[src/rtl/fixed_clamp_act.sv]
// Two-stage valid/ready clamp activation (ReLU / ReLU6 / hardtanh) with requantisation and saturation.
// FIXED_CLAMP_ACT_SAT_CNT_EN builds the upper-bound hit counter; otherwise sat_count is tied to 0.
module fixed_clamp_act #(
  parameter int DATA_IN_0_PRECISION_0       = 8,
  parameter int DATA_IN_0_PRECISION_1       = 3,
  parameter int DATA_IN_0_TENSOR_SIZE_DIM_0 = 8,
  parameter int DATA_IN_0_TENSOR_SIZE_DIM_1 = 1,
  parameter int DATA_IN_0_PARALLELISM_DIM_0 = 1,
  parameter int DATA_IN_0_PARALLELISM_DIM_1 = 1,
  parameter int DATA_OUT_0_PRECISION_0       = 8,
  parameter int DATA_OUT_0_PRECISION_1       = 3,
  parameter int DATA_OUT_0_TENSOR_SIZE_DIM_0 = DATA_IN_0_TENSOR_SIZE_DIM_0,
  parameter int DATA_OUT_0_TENSOR_SIZE_DIM_1 = DATA_IN_0_TENSOR_SIZE_DIM_1,
  parameter int DATA_OUT_0_PARALLELISM_DIM_0 = DATA_IN_0_PARALLELISM_DIM_0,
  parameter int DATA_OUT_0_PARALLELISM_DIM_1 = DATA_IN_0_PARALLELISM_DIM_1,
  parameter int MODE         = 1,
  parameter int CLAMP_HI_INT = 6
) (
  input  logic clk,
  input  logic rst,
  input  logic [DATA_IN_0_PARALLELISM_DIM_0*DATA_IN_0_PARALLELISM_DIM_1*DATA_IN_0_PRECISION_0-1:0]  data_in_0,
  input  logic data_in_0_valid,
  output logic data_in_0_ready,
  output logic [DATA_IN_0_PARALLELISM_DIM_0*DATA_IN_0_PARALLELISM_DIM_1*DATA_OUT_0_PRECISION_0-1:0] data_out_0,
  output logic data_out_0_valid,
  input  logic data_out_0_ready,
  input  logic sat_clr,
  output logic [31:0] sat_count
);

  localparam int N    = DATA_IN_0_PARALLELISM_DIM_0 * DATA_IN_0_PARALLELISM_DIM_1;
  localparam int IW   = DATA_IN_0_PRECISION_0;
  localparam int IF   = DATA_IN_0_PRECISION_1;
  localparam int OW   = DATA_OUT_0_PRECISION_0;
  localparam int OF   = DATA_OUT_0_PRECISION_1;
  localparam int SH_L = (OF >= IF) ? (OF - IF) : 0;
  localparam int SH_R = (IF > OF) ? (IF - OF) : 0;
  // Wide enough for the left-shifted input and the output range, plus a sign bit.
  localparam int WW   = (((IW + SH_L) > OW) ? (IW + SH_L) : OW) + 1;

  localparam longint HI_VAL = longint'(CLAMP_HI_INT) <<< IF;
  localparam longint IN_MAX = (longint'(1) <<< (IW - 1)) - 1;
  localparam logic signed [IW-1:0] HI = IW'(HI_VAL);
  localparam logic signed [IW-1:0] LO = (MODE == 2) ? IW'(-HI_VAL) : '0;
  localparam logic signed [WW-1:0] OMAX = WW'((longint'(1) <<< (OW - 1)) - 1);
  localparam logic signed [WW-1:0] OMIN = ~OMAX;

  generate
    if (IW < 2) begin : g_chk_iw
      $error("fixed_clamp_act: DATA_IN_0_PRECISION_0 must be >= 2");
    end
    if (DATA_OUT_0_PARALLELISM_DIM_0 * DATA_OUT_0_PARALLELISM_DIM_1 != N) begin : g_chk_par
      $error("fixed_clamp_act: output parallelism product must equal input parallelism product");
    end
    if (MODE < 0 || MODE > 2) begin : g_chk_mode
      $error("fixed_clamp_act: MODE must be 0, 1 or 2");
    end
    if (CLAMP_HI_INT < 0 || HI_VAL > IN_MAX) begin : g_chk_hi
      $error("fixed_clamp_act: CLAMP_HI_INT << DATA_IN_0_PRECISION_1 does not fit the signed input width");
    end
  endgenerate

  logic s1_valid, s2_valid, s2_ready_in, s1_adv, in_fire, out_fire;
  logic [N*IW-1:0] s1_dat, clamp_dat;
  logic [N*OW-1:0] s2_dat, quant_dat;
  logic s1_hit, s2_hit, clamp_hit;
  logic signed [IW-1:0] x;
  logic signed [WW-1:0] w;

  assign s2_ready_in      = !s2_valid || data_out_0_ready;
  assign data_in_0_ready  = !s1_valid || s2_ready_in;
  assign in_fire          = data_in_0_valid && data_in_0_ready;
  assign s1_adv           = s1_valid && s2_ready_in;
  assign out_fire         = s2_valid && data_out_0_ready;
  assign data_out_0       = s2_dat;
  assign data_out_0_valid = s2_valid;

  // Clamp in the input domain; only a strict overshoot of HI counts as a hit.
  always_comb begin
    clamp_dat = '0;
    clamp_hit = 1'b0;
    x         = '0;
    for (int i = 0; i < N; i++) begin
      x = $signed(data_in_0[i*IW +: IW]);
      if (x < LO) begin
        x = LO;
      end else if (MODE != 0 && x > HI) begin
        x = HI;
        clamp_hit = 1'b1;
      end
      clamp_dat[i*IW +: IW] = x;
    end
  end

  // Requantise: realign the binary point (right shift floors), then saturate.
  always_comb begin
    quant_dat = '0;
    w         = '0;
    for (int i = 0; i < N; i++) begin
      w = {{(WW-IW){s1_dat[i*IW+IW-1]}}, s1_dat[i*IW +: IW]};
      w = w <<< SH_L;
      w = w >>> SH_R;
      if (w > OMAX)      quant_dat[i*OW +: OW] = OMAX[OW-1:0];
      else if (w < OMIN) quant_dat[i*OW +: OW] = OMIN[OW-1:0];
      else               quant_dat[i*OW +: OW] = w[OW-1:0];
    end
  end

  always_ff @(posedge clk or posedge rst) begin
    if (rst) begin
      s1_valid <= 1'b0;
      s2_valid <= 1'b0;
      s1_dat   <= '0;
      s2_dat   <= '0;
      s1_hit   <= 1'b0;
      s2_hit   <= 1'b0;
    end else begin
      if (data_in_0_ready) s1_valid <= data_in_0_valid;
      if (in_fire) begin
        s1_dat <= clamp_dat;
        s1_hit <= clamp_hit;
      end
      if (s2_ready_in) s2_valid <= s1_valid;
      if (s1_adv) begin
        s2_dat <= quant_dat;
        s2_hit <= s1_hit;
      end
    end
  end

`ifdef FIXED_CLAMP_ACT_SAT_CNT_EN
  logic [31:0] sat_cnt;

  always_ff @(posedge clk or posedge rst) begin
    if (rst)                                        sat_cnt <= '0;
    else if (sat_clr)                               sat_cnt <= '0;
    else if (out_fire && s2_hit && sat_cnt != '1)   sat_cnt <= sat_cnt + 32'd1;
  end

  assign sat_count = sat_cnt;
`else
  logic unused_sat;
  assign unused_sat = sat_clr ^ s2_hit ^ out_fire;
  assign sat_count  = '0;
`endif

endmodule

[config.mk]
export PLATFORM = sky130hd
export DESIGN_NAME = fixed_clamp_act
export DESIGN_NICKNAME = d
export VERILOG_FILES = /design/src/rtl/fixed_clamp_act.sv
export SDC_FILE = /design/constraint.sdc
export NUM_CORES = 1
export LEC_CHECK = 0
export ABC_AREA = 1
export CAP_MARGIN = 20
export CORE_UTILIZATION = 40
export CTS_CLUSTER_DIAMETER = 120
export DETAILED_ROUTE_END_ITERATION = 10
export PLACE_DENSITY = 0.84
export RECOVER_POWER = 25
export SLEW_MARGIN = 20
export SYNTH_ARGS = -nofsm -noshare
export SYNTH_HDL_FRONTEND = slang
export SYNTH_SLANG_ARGS = --single-unit
export TNS_END_PERCENT = 20
[constraint.sdc]
create_clock -name clk -period 1.9 [get_ports clk]
set_input_delay 0.19 -clock clk [delete_from_list [all_inputs] [get_ports clk]]
set_output_delay 0.19 -clock clk [all_outputs]
set_load 0.01 [all_outputs]
==> results.toml <==
[route]
route.final.wire_length_um = 1350
wl_per_cell_um = 8.58
vias = 624
ant_nets = 0
routed_via_density = 3.97
dr.pass1.iters = 3
drt_iter0_markers = 6
drcViolationCount = 0

[flow_run]
maxCapViolations = 0

[timing]
clock_skew_ns = 0.000722
rsz0062_at_grt = "false"
slew_violations = 0
setup_viol = 0
hold_viol = 0
whs_ns = 0.402
max_slew_margin = 0.627
post-route-period-util = 0.849
fin_crit_ns = 1.61
clock.fmax_mhz = 620
max_slew.worst_pin.slew_ns = 0.559
tns_ns = 0

[setup_path]
reg2reg_from = "s1_valid"
cp_slowest_cell = "clkdlybuf4s50_1"
critPathLaunchType = "flip-flop"
worst-path-max-fanout = 7
endpoint_kind = "output port"
arrival_ns = 1.42
path_cells = "nand3_4 > clkdlybuf4s50_1"
path_buf_inv = 1
setup.worst_path.class = "reg -> out"
reg2reg_to = "s1_dat[4]"
crit_required_ns = 1.71
reg2reg_depth = 5
max_stage_delay_ns = 0.54
cp_top_family = "buffers and inverters"
reg2reg_slack_ns = 0.79

[layout]
drive_gt1_frac = 0.0930
final_cell_mix = "33 x conb_1, 25 x nand2_1, 19 x clkdlybuf4s50_1, 16 x dfrtp_1, 9 x nand3_1"
diodes = 0
mostFrequentLayoutCell = "conb_1"
nets = 144
area_growth_pct = 12.5

[clocking]
clkTransAtPathRegs_ns = 0.08
cts_buffers = 3
root_buffer = "clkbuf_4"
cts_max_level = 1
clk_latency_ns = 0.27
cts_sinks = 16
cts_tree = "built"
cts_buffer_depth = 2
post_cts_buffers = 0
cts_hold_buf = 0
cts_resized = 0

[synth]
yosys_register_bits = 16
synth_ff_type = "dfrtp_1"
postSynthCellCount = 108
async_flop_share = 1.00
syn-cell-area_um2 = 948
synth.area.top_cells = "dfrtp_1 42%, buf_4 26%, nand2_1 9.9%"
ys_seq_area_frac = 0.422
synth_top_cell_area_share = 0.422
synth_top_area_cell = "dfrtp_1"
avgSynthCellArea_um2 = 8.78
synth_cell_type_count = 17
ys_warn_count = 0
synth_edf_count = 0

[global_route]
overflow = 0
grt_max_degree = 17
grtUsageTotal = 0.121
grt_pass1_wl_um = 2250
antenna_found_initial = 0
grt_pass1_vias = 543

[power]
p_per_area_nw_per_um2 = 771
irDropWorstVdd_mv = 0.394
power_leakage_uw = 0.000559

[place]
globalplace.congestion = 0.693
port_buffers = 20
hpwl_um = 1140

[die]
dieArea_um2 = 2570
start_util = 0.425
core_area_um2 = 2230
dieHeight_um = 50.7
io_pins = 55
num_rows = 17
fp.dieW_um = 50.7

[run_status]
status = "complete, no violations"

[min_path]
hold_path.class = "in -> async"
==> per-stage QoR <==
stage                     utilization  worst slack [ns]  area, µm²  total power [µW]  std cells
after global routing            0.478             0.203       1070               888        157
after CTS                       0.478             0.269       1070               837        157
after detailed placement        0.468             0.383       1040               669        154
after floorplan                     -             0.900       1070               611        140
final                           0.478             0.287       1070               823        157
after global placement          0.468             0.382       1040               660        154
==> cells in the mapped netlist, types with 2 or more instances <==
cell type  count
inv_2          2
buf_4         33
nand2_2        2
dfrtp_1       16
inv_1          4
nor2_1         5
nand2_1       25
nand3_1        9
o21ai_1        4
==> registers in the layout, summed over array words and instances, names as in the netlist <==
signal,cells
data_out_0,7
data_out_0_valid,1
s1_valid,1
s1_dat,7
==> layer usage <==
layer / vias to the layer above / wire, µm / share of wire / track usage
li1: 312 / - / - / -
met1: 277 / 520 / 0.39 / 0.128
met2: 33 / 685 / 0.51 / 0.202
met3: 2 / 124 / 0.092 / 0.0394
met4: 0 / 17 / 0.013 / 0.0833
met5: - / 0 / 0 / 0
==> report_power, final <==
group          leakage, µW  switching [µW]  internal [µW]  total [µW]
sequential        0.000209            33.6            389         423
combinational     0.000336             128            110         237
clock            0.0000138            89.3           73.3         163
total             0.000559             251            572         823
==> kinds of logic after synthesis <==
kind of cell           Yosys count  synth area share
AND/OR/NAND/NOR                 44             0.222
buffers and inverters           40             0.297
flip-flops                      16             0.422
AO/OA/AOI/OAI                    7            0.0554
other                            1           0.00395
==> how the worst max path moves through the flow <==
stage / from / endpoint / cells past startpoint
after global placement: data_out_0_ready / data_in_0_ready / 4
after global routing: s1_valid / data_in_0_ready / 2
final: s1_valid / data_in_0_ready / 2
after CTS: s1_valid / data_in_0_ready / 2
after floorplan: data_out_0_valid / s1_dat[4] / 5
after detailed placement: data_out_0_ready / data_in_0_ready / 4
==> cell type report <==
cell class | count | area, µm²
Clock buffer | 3 | 22.5
Fill cell | 222 | 1170
Inverter | 6 | 22.5
Multi-Input combinational cell | 84 | 387
Sequential cell | 16 | 400
Tap cell | 28 | 35.0
Timing Repair Buffer | 20 | 200
Power figures use the tool's default switching activity.
